--- src/rtl/voxel_query_unit.sv ---
// Voxel occupancy query unit: accepts (x,y,z,tag) queries, reads a 1-bit
// occupancy from an external 2-cycle synchronous RAM, and returns
// {occupied, tag} in order through a 4-entry response FIFO. Credits cover
// both queued and in-flight requests so the FIFO can never overflow.
module voxel_query_unit #(
  parameter int X_BITS   = 5,
  parameter int Y_BITS   = 5,
  parameter int Z_BITS   = 5,
  parameter int TAG_BITS = 4,
  localparam int ADDR_BITS = X_BITS + Y_BITS + Z_BITS
) (
  input  logic                 clk,
  input  logic                 rst,
  input  logic                 load_mode,
  input  logic                 req_valid,
  output logic                 req_ready,
  input  logic [X_BITS-1:0]    req_x,
  input  logic [Y_BITS-1:0]    req_y,
  input  logic [Z_BITS-1:0]    req_z,
  input  logic [TAG_BITS-1:0]  req_tag,
  output logic [ADDR_BITS-1:0] ram_raddr,
  input  logic                 ram_rdata,
  output logic                 resp_valid,
  input  logic                 resp_ready,
  output logic                 resp_occupied,
  output logic [TAG_BITS-1:0]  resp_tag,
  output logic [15:0]          query_count,
  output logic [15:0]          hit_count
);

  localparam int DEPTH = 4;

  // in-flight pipeline matching the RAM read latency
  logic                p1_valid;
  logic [TAG_BITS-1:0] p1_tag;
  logic                p2_valid;
  logic [TAG_BITS-1:0] p2_tag;

  // response FIFO
  logic                fifo_occ [DEPTH];
  logic [TAG_BITS-1:0] fifo_tag [DEPTH];
  logic [1:0]          wr_ptr;
  logic [1:0]          rd_ptr;
  logic [2:0]          fifo_count;

  logic [2:0] occupancy;
  logic       accept;
  logic       push;
  logic       pop;

  assign ram_raddr = {req_z, req_y, req_x};

  // Credits count registered FIFO entries plus in-flight requests only, so a
  // pop in the current cycle frees its slot one cycle later.
  assign occupancy = fifo_count + {2'b00, p1_valid} + {2'b00, p2_valid};
  assign req_ready = !load_mode && (occupancy < 3'(DEPTH));
  assign accept    = req_valid && req_ready;
  assign push      = p2_valid;

  assign resp_valid    = (fifo_count != 3'd0);
  assign pop           = resp_valid && resp_ready;
  assign resp_occupied = resp_valid ? fifo_occ[rd_ptr] : 1'b0;
  assign resp_tag      = resp_valid ? fifo_tag[rd_ptr] : '0;

  // advance requests through the two RAM-latency stages
  always_ff @(posedge clk) begin
    if (rst) begin
      p1_valid <= 1'b0;
      p1_tag   <= '0;
      p2_valid <= 1'b0;
      p2_tag   <= '0;
    end else begin
      p1_valid <= accept;
      if (accept) p1_tag <= req_tag;
      p2_valid <= p1_valid;
      p2_tag   <= p1_tag;
    end
  end

  // FIFO storage write; contents are masked on the outputs while empty
  always_ff @(posedge clk) begin
    if (push) begin
      fifo_occ[wr_ptr] <= ram_rdata;
      fifo_tag[wr_ptr] <= p2_tag;
    end
  end

  // FIFO pointers and entry count
  always_ff @(posedge clk) begin
    if (rst) begin
      wr_ptr     <= '0;
      rd_ptr     <= '0;
      fifo_count <= '0;
    end else begin
      if (push) wr_ptr <= wr_ptr + 2'd1;
      if (pop)  rd_ptr <= rd_ptr + 2'd1;
      case ({push, pop})
        2'b10:   fifo_count <= fifo_count + 3'd1;
        2'b01:   fifo_count <= fifo_count - 3'd1;
        default: fifo_count <= fifo_count;
      endcase
    end
  end

  // wrapping accept counter and saturating hit counter
  always_ff @(posedge clk) begin
    if (rst) begin
      query_count <= '0;
      hit_count   <= '0;
    end else begin
      if (accept) query_count <= query_count + 16'd1;
      if (push && ram_rdata && (hit_count != '1)) hit_count <= hit_count + 16'd1;
    end
  end

  a_no_overflow: assert property (@(posedge clk) disable iff (rst)
    !(push && !pop && (fifo_count == 3'(DEPTH))));

endmodule

--- config.mk ---
export PLATFORM = sky130hd
export DESIGN_NAME = voxel_query_unit
export DESIGN_NICKNAME = d
export VERILOG_FILES = /design/src/rtl/voxel_query_unit.sv
export SDC_FILE = /design/constraint.sdc
export NUM_CORES = 1
export LEC_CHECK = 0
export CORE_AREA = 2 2 84 86
export DETAILED_ROUTE_END_ITERATION = 12
export DIE_AREA = 0 0 86 88
export PLACE_DENSITY = 0.87
export SLEW_MARGIN = 15
export SYNTH_ARGS = -nofsm -noshare
export SYNTH_HDL_FRONTEND = slang
export SYNTH_SLANG_ARGS = --single-unit
--- constraint.sdc ---
create_clock -name clk -period 2.7 [get_ports clk]
set_clock_uncertainty 0.1 [all_clocks]
set_input_delay 0.54 -clock clk [delete_from_list [all_inputs] [get_ports clk]]
set_output_delay 0.54 -clock clk [all_outputs]
set_load 0.03 [all_outputs]
==> Yosys cells after proc, flatten, opt, wreduce, memory -nomap -nowiden <==
Memories as Yosys holds them, arrays and structs flattened. A register that Yosys moved wholly into a read port is not among the register bits.
Cells that the tools add are included.
{ "word_totals": {"output_inout_bits": 54, "mem_bits_rw": 20, "regBits": 49, "mem_count": 2} }
{ "memory_table": {"columns": ["name", "words", "width", "rd", "rd_clocked_by_memory_dff", "wr", "line_no", "rtl"], "rows": [
  ["fifo_tag", 4, 4, 1, 1, 1, "41", "logic [TAG_BITS-1:0] fifo_tag [DEPTH];"],
  ["fifo_occ", 4, 1, 1, 1, 1, "40", "logic fifo_occ [DEPTH];"]
]} }
{ "op_classes": {"add_sub_neg": 8, "n_mux": 9, "n_eq_ne": 3, "magnitude_cmp": 1, "n_reduce_logical": 8} }
{ "op_table": {"columns": ["cell", "count"], "rows": [
  ["$add A16 B1 Y16 const B", 2],
  ["$ne A16 B16 Y1 const B", 1],
  ["$mux W2", 4],
  ["$add A3 B1 Y3", 2],
  ["$pmux W3 S2", 1],
  ["$logic_and A1 B1 Y1", 5],
  ["$add A2 B1 Y2 const B", 2],
  ["$mux W4", 1],
  ["$add A3 B1 Y3 const B", 1],
  ["$lt A3 B3 Y1 const B", 1],
  ["$mux W1", 3],
  ["$reduce_bool A3 Y1", 1],
  ["$sub A3 B1 Y3 const B", 1],
  ["$eq A2 B1 Y1 const B", 1],
  ["$eq A2 B2 Y1 const B", 1],
  ["$reduce_bool A2 Y1", 1],
  ["$logic_not A1 Y1", 1]
]} }

==> Logic depth before layout (Yosys ltp) <==
Gate-level depths: netlist of run 1.
{ "depth": {"ltp_word": 5, "mapped_depth": 9, "depth_no_buf": 8} }

==> Least setup slack after synthesis of run 1 <==
Ideal clock, no wire load.
{ "synth_timing": {"path_kind": "register -> register", "start": "reg fifo_count[1]", "end": "reg fifo_count[2]", "n_path_buf": 1, "setup_slack_ns": 0.293, "setup_time_ns": 0.070, "path_stages_with_launch": 10, "period_less_slack_ns": 2.407, "t_arrival_ns": 2.236, "cell_sequence": "dfxtp_1 or3_1 clkbuf_1 and2_1 ha_1 inv_1 fa_1 xor2_1 or3_1 a21oi_1"} }
{ "synth_between": {"elab_chain_cells": 4, "word_cells_on_any_way": 8} }
{ "synth_rtl": {"columns": ["element", "line_no", "rtl"], "rows": [
  ["start, declared", "44", "logic [2:0] fifo_count;"],
  ["start signal, assigned", "98", "2'b10: fifo_count <= fifo_count + 3'd1;"],
  ["start signal, assigned", "99", "2'b01: fifo_count <= fifo_count - 3'd1;"],
  ["start signal, assigned", "100", "default: fifo_count <= fifo_count;"],
  ["$reduce_bool A3 Y1 *", "60", "assign resp_valid = (fifo_count != 3'd0);"],
  ["via resp_valid", "23", "output logic resp_valid,"],
  ["$logic_and A1 B1 Y1 *", "61", "assign pop = resp_valid && resp_ready;"],
  ["via pop", "49", "logic pop;"],
  ["$eq A2 B1 Y1 or $eq A2 B2 Y1 (tied branches)", "97", "case ({push, pop})"],
  ["$pmux W3 S2 or $reduce_bool A2 Y1 (tied branches)", null, null]
]} }
The timed path passes the listed nets; every way through them passes the cells marked *.
A chain may end at the register's enable or synchronous reset.

==> Worst setup path in the final report of run 1 <==
{ "layout_timing": {"start": "reg fifo_count[0]", "end": "out req_ready"} }
{ "layout_between": {"elab_chain_cells": 4} }
{ "layout_rtl": {"columns": ["element", "line_no", "rtl"], "rows": [
  ["$add A3 B1 Y3 (2 in a row)", "55", "assign occupancy = fifo_count + {2'b00, p1_valid} + {2'b00, p2_valid};"],
  ["$lt A3 B3 Y1", "56", "assign req_ready = !load_mode && (occupancy < 3'(DEPTH));"],
  ["$logic_and A1 B1 Y1", "56", null],
  ["end, declared", "16", "output logic req_ready,"]
]} }
Every way passes these cells.

==> flow_summary_export.csv, run 1 <==
group,metric,value,unit
run_status,status,"finished, final reports clean",
final_layout,final_cell_mix,"50 x dfxtp_1, 42 x clkdlybuf4s50_1, 29 x a21oi_1, 20 x edfxtp_1",
setup_path,start_kind,"flop",
timing,finalMaxSlewViolations,0,
setup_path,max_stage_delay,0.44,ns
global_routing,met3_usage,0.03299,
drt,num_vias,2416,
floorplan,start_util,0.4753,
cts,cts.hold.buffers_added,0,
timing,relSlewSlack,0.5435,
global_routing,grt_usage,0.1683,
floorplan,die_w,86,um
global_routing,grt_pass1_wl,10.10,mm
drt,antenna_left,0,
global_routing,busiest_layer,"met2",
setup_path,arrival,1.90,ns
place,gp_congestion,0.7599,
final_layout,n_fill_cell,550,
drt,routed_wirelength,6.137,mm
cts,cts-root-buf,"clkbuf_8",
final_layout,final_common_cell,"dfxtp_1",
job,maxCapViolCount,0,
setup_path,critPathBufInv,1,
final_layout,nets,375,
yosys,synth.distinct_cells,40,
global_routing,grt_max_degree,24,
yosys,synth_nets,336,
setup_path,cp.required,2.06,ns
timing,finalWorstSetupSlack,0.1564,ns
global_routing,grt_antenna_before_repair,0,
timing,fmax,0.3931,GHz
final_layout,insertedDiodeCount,0,
setup_path,crit_family,"compound AO/OA/AOI/OAI gates",
yosys,netlist_instances,302,
global_routing,use_met1,0.2048,
yosys,ys_ff_latch,71,
setup_path,path_max_fanout,4,
floorplan,fp.coreArea,6644,um2
cts,insertion_delay,0.33,ns
setup_path,crit_chain,"ha_1 -> a21o_1 -> a221oi_1 -> dlygate4sd2_1",
setup_path,end_kind,"primary output",
power_and_ir_drop,max-vdd-ir-drop,289.5,uV
floorplan,die_y,88,um
floorplan,die_area,7568,um2
yosys,synth-edff-count,20,
timing,period_share,0.9421,
cts,post_cts_buffers,0,
global_routing,grt_overflow,0,
cts,clk_pin_slew,0.07,ns
place,placement.io_buffers,48,
cts,tritoncts,"done",
place,dp_slack,0.06691,ns
drt,wl_per_cell,14.41,um
power_and_ir_drop,cellPowerDensity,593.8,nW/um2
setup_path,cp_slowest_cell,"dlygate4sd2_1",
global_routing,grt_pass1_vias,2264,
floorplan,rows,30,
final_layout,syn_to_final_growth,21.59,%
timing,finalCriticalPeriod,2.544,ns
place,dpl.hpwl,4.272,mm
cts,clock_sinks,71,
global_routing,met2_usage,0.2861,
yosys,syn-cell-area,3158,um2
timing,setup_viol,0,
power_and_ir_drop,cellLeakagePower,1.328,nW
hold_path,holdCritPathClass,"reg2reg",
drt,drc_errors,0,
drt,drtIter0Drc,90,
drt,viasPerCell,5.671,
cts,htree_levels,3,
yosys,yosysWarnings,0,
cts,clk_path_buf_depth,2,
cts,numCtsBuffers,9,
timing,hold_violations,0,
yosys,syn_avg_cell_area,10.46,um2
yosys,ys_async_sr_fraction,0,
final_layout,drive_gt1_frac,0.08382,
floorplan,io_pins,79,
timing,fin_setup_tns,0,ns
yosys,ys.flop_type,"dfxtp_1",
drt,drt_pass1_iterations,4,
timing,tightest_slew,0.6846,ns
yosys,synth.yosys.seq_area_share,0.5135,
setup_path,critPathKind,"reg2out",
timing,rsz0062_at_grt,"false",
path summary, 6_finish.rpt:
check	startpoint	endpoint	slack [ns]	depth (start not counted)
worst max-delay path	fifo_count[0]	req_ready	0.16	4
worst min-delay path	p1_tag[1]	p2_tag[1]	0.37	1
worst max register to register	fifo_count[1]	fifo_count[2]	0.32	8
worst min register to register	p1_tag[1]	p2_tag[1]	0.37	1
layer usage:
layer	share of wire	routed length [um]
met4	0.017	103
met1	0.45	2783
met3	0.043	263
met5	0	0
met2	0.49	2987
kinds of logic (layout without fill, tap and decap cells):
| group | Yosys count | count (layout) | share of synthesized area |
|---|---|---|---|
| adders and majority gates | 9 | 9 | 0.03804 |
| DFF | 71 | 71 | 0.5135 |
| muxes | 8 | 8 | 0.04517 |
| xor gates and xnor gates | 8 | 8 | 0.02219 |
| and+or+nand+nor | 102 | 102 | 0.1850 |
| buffers and inverters | 36 | 80 | 0.06418 |
| AOI/OAI and AO/OA | 68 | 68 | 0.1319 |
state kept, by name, summed over array words and instances (netlist names), named ones only:
signal and cells:
wr_ptr 2, p1_tag 4, p1_valid 1, fifo_tag 16, fifo_occ 4, hit_count 16, rd_ptr 2, query_count 16
p2_valid 1, fifo_count 3, p2_tag 4
per-stage QoR:
step / instances / area [um2] / power (mW) / hold slack, ns / utilization
5_1_grt: 426 / 3840 / 2.367 / 0.3897 / 0.5780
3_3_place_gp: 410 / 3622 / 1.406 / 0.3545 / 0.5452
2_1_floorplan: 302 / 3158 / 1.369 / 0.3383 / -
4_1_cts: 426 / 3832 / 2.296 / 0.3685 / 0.5768
6_report: 426 / 3840 / 2.280 / 0.3669 / 0.5780
3_5_place_dp: 410 / 3622 / 1.413 / 0.3591 / 0.5452
synth_stat cells, types with 8 or more instances:
master     n  share of area
o21ai_0   14          0.022
ha_1       8          0.032
edfxtp_1  20           0.19
nand2_1   14          0.017
o31ai_1   13          0.031
or4_1     13          0.031
and2_1    10          0.020
nor2_1    14          0.017
or3_1     14          0.028
inv_1      9          0.011
nand3_1   14          0.022
a21oi_1   29          0.046
buf_4     15          0.036
dfxtp_1   51           0.32
area by class of cell:
cell class              count  area (um2)  share of cell area
flip-flops and latches     71        1623              0.4226
multi-input cells         195        1334              0.3473
repair buffers             55       536.8              0.1398
clock buffers              10       127.6             0.03324
well taps                  80       100.1             0.02607
clock inverters             6       85.08             0.02216
inverters                   9       33.78            0.008798
where the power goes:
part	internal (mW)	leakage [nW]	total, mW	switching (mW)
sequential	1.12	0.603	1.15	0.0275
clock	0.517	0.102	0.897	0.380
combinational	0.106	0.622	0.235	0.128
total	1.74	1.33	2.28	0.536
what timing repair did:
item,CTS,global route
cloned,0,0
setup endpoints to repair,6,3
gates resized for setup,4,3
(Power assumes the default switching activity.)
==> run 2: changes to the inputs <==
ABC_CLOCK_PERIOD_IN_PS = 2700   (was default)
CORE_AREA = 2 2 82 84   (was 2 2 84 86)
CTS_BUF_LIST = sky130_fd_sc_hd__clkbuf_8   (was default)
DIE_AREA = 0 0 84 86   (was 0 0 86 88)
PLACE_DENSITY = 0.9   (was 0.87)
SLEW_MARGIN = 20   (was 15)
==> flow_summary_export.csv, run 2 (synthesis gave the netlist of run 1 again) <==
group,metric,value,unit
place,dpl.hpwl,4.429,mm
floorplan,die_w,84,um
power_and_ir_drop,max-vdd-ir-drop,297.5,uV
drt,drtIter0Drc,147,
drt,viasPerCell,5.708,
setup_path,worstReg2RegStart,"p2_valid",
final_layout,drive_gt1_frac,0.08621,
global_routing,grt_usage,0.1841,
final_layout,final_common_cell,"dfxtp_1",
hold_path,worstHoldStart,"p1_tag[0]",
cts,clk_path_buf_depth,2,
final_layout,reg_top3,"fifo_tag: 16 flops, hit_count: 16 flops, query_count: 16 flops",
timing,fmax,0.4076,GHz
final_layout,nets,377,
global_routing,grt_pass1_wl,10.62,mm
setup_path,r2r_slack,0.25,ns
setup_path,reg2regPathDepth,6,
timing,relSlewSlack,0.5667,
global_routing,grt_antenna_before_repair,0,
final_layout,final_cell_mix,"50 x dfxtp_1, 42 x clkdlybuf4s50_1, 29 x a21oi_1, 20 x edfxtp_1",
setup_path,arrival,2.63,ns
place,gp_congestion,0.8125,
job,maxCapViolCount,0,
setup_path,critPathKind,"reg2reg",
power_and_ir_drop,cellPowerDensity,567.7,nW/um2
timing,tightest_slew,0.6498,ns
global_routing,grt_pass1_vias,2292,
cts,clk_pin_slew,0.07,ns
global_routing,grt_max_degree,27,
setup_path,path_max_fanout,23,
hold_path,hold_depth,1,
floorplan,start_util,0.5031,
floorplan,die_y,86,um
cts,clock_sinks,71,
floorplan,rows,29,
cts,cts-root-buf,"clkbuf_8",
final_layout,n_fill_cell,506,
final_layout,insertedDiodeCount,0,
cts,cts.hold.buffers_added,0,
timing,setup_viol,0,
timing,rsz0062_at_grt,"false",
power_and_ir_drop,total_power,2.167,mW
power_and_ir_drop,cellLeakagePower,1.336,nW
run_status,status,"finished, final reports clean",
setup_path,cp-startpoint,"p2_valid",
floorplan,io_pins,79,
floorplan,fp.coreArea,6277,um2
place,placement.io_buffers,48,
setup_path,cp.required,2.87,ns
setup_path,end_kind,"flop",
cts,post_cts_buffers,0,
final_layout,fin_util,0.6081,
cts,insertion_delay,0.34,ns
drt,drc_errors,0,
drt,wl_per_cell,14.64,um
drt,drt_pass1_iterations,4,
timing,period_share,0.9086,
timing,finalCriticalPeriod,2.453,ns
timing,hold_violations,0,
drt,antenna_left,0,
global_routing,grt_overflow,0,
drt,num_vias,2426,
timing,finalMaxSlewViolations,0,
cts,numCtsBuffers,9,
cts,tritoncts,"done",
floorplan,die_area,7224,um2
drt,routed_wirelength,6.224,mm
setup_path,start_kind,"flop",
hold_path,holdCritPathClass,"reg2reg",
timing,fin_setup_tns,0,ns
final_layout,syn_to_final_growth,20.88,%
cts,htree_levels,3,
## run 2: changes by cell type in the layout (fill, tap and decap cells not counted), sizes merged
| cell | change |
|---|---|
| clkinv | +2 |
| buf | +3 |
| clkbuf | -1 |
| dlygate4sd2 | -1 |
| inv | +2 |
| clkinvlp | -2 |
| bufinv | -1 |
## run 2: through the flow
stage / setup WS [ns] / area [um2] / hold slack (ns) / std cells
after floorplan: 0.2932 / 3158 / 0.3383 / 302
after global placement: 0.1794 / 3631 / 0.3483 / 409
after detailed placement: 0.1165 / 3631 / 0.3572 / 409
after CTS: 0.01201 / 3810 / 0.3675 / 425
after global routing: 0.1045 / 3817 / 0.3766 / 425
final: 0.2469 / 3817 / 0.3672 / 425
## run 2: area by class of cell
| class | count | area [um2] | share of cell area |
|---|---|---|---|
| Clock buffer | 9 | 123.9 | 0.03245 |
| Clock inverter | 7 | 56.30 | 0.01475 |
| Inverter | 9 | 33.78 | 0.008850 |
| Multi-Input combinational cell | 195 | 1334 | 0.3494 |
| Sequential cell | 71 | 1623 | 0.4251 |
| Tap cell | 77 | 96.34 | 0.02524 |
| Timing Repair Buffer | 57 | 550.5 | 0.1442 |
## run 2: worst max-delay path, stage by stage (launching register included)
cell,delay [ns]
dfxtp_1,0.50
ha_1,0.30
a21o_1,0.17
a221o_1,0.57
buf_4,0.25
or3_1,0.34
a21oi_1,0.14
## run 2: power breakdown
part | switching [mW] | internal, mW | leakage (nW) | total, mW
clock network | 0.372 | 0.412 | 0.103 | 0.783
registers | 0.0297 | 1.12 | 0.603 | 1.15
logic | 0.125 | 0.108 | 0.631 | 0.233
## run 2: what timing repair did
action | 4_1_cts | 5_1_grt
cloned | 0 | 0
gates resized for setup | 3 | 3
setup endpoints to repair | 5 | 3
## run 2: final timing paths
path,endpoint
setup / recovery,query_count[3]
hold reg to reg,p2_tag[0]
setup reg to reg,query_count[3]
hold / removal,p2_tag[0]
## run 2: metal layers
layer	track usage	wire, um
met3	0.04524	314
met1	0.2290	2652
met5	0	0
met4	0.09091	77
met2	0.3011	3180
==> run 3: changes to the inputs <==
ABC_CLOCK_PERIOD_IN_PS = default   (was 2700)
==> results of run 3 <==
No change in the layout: final DEF, timing and power equal those of run 2.
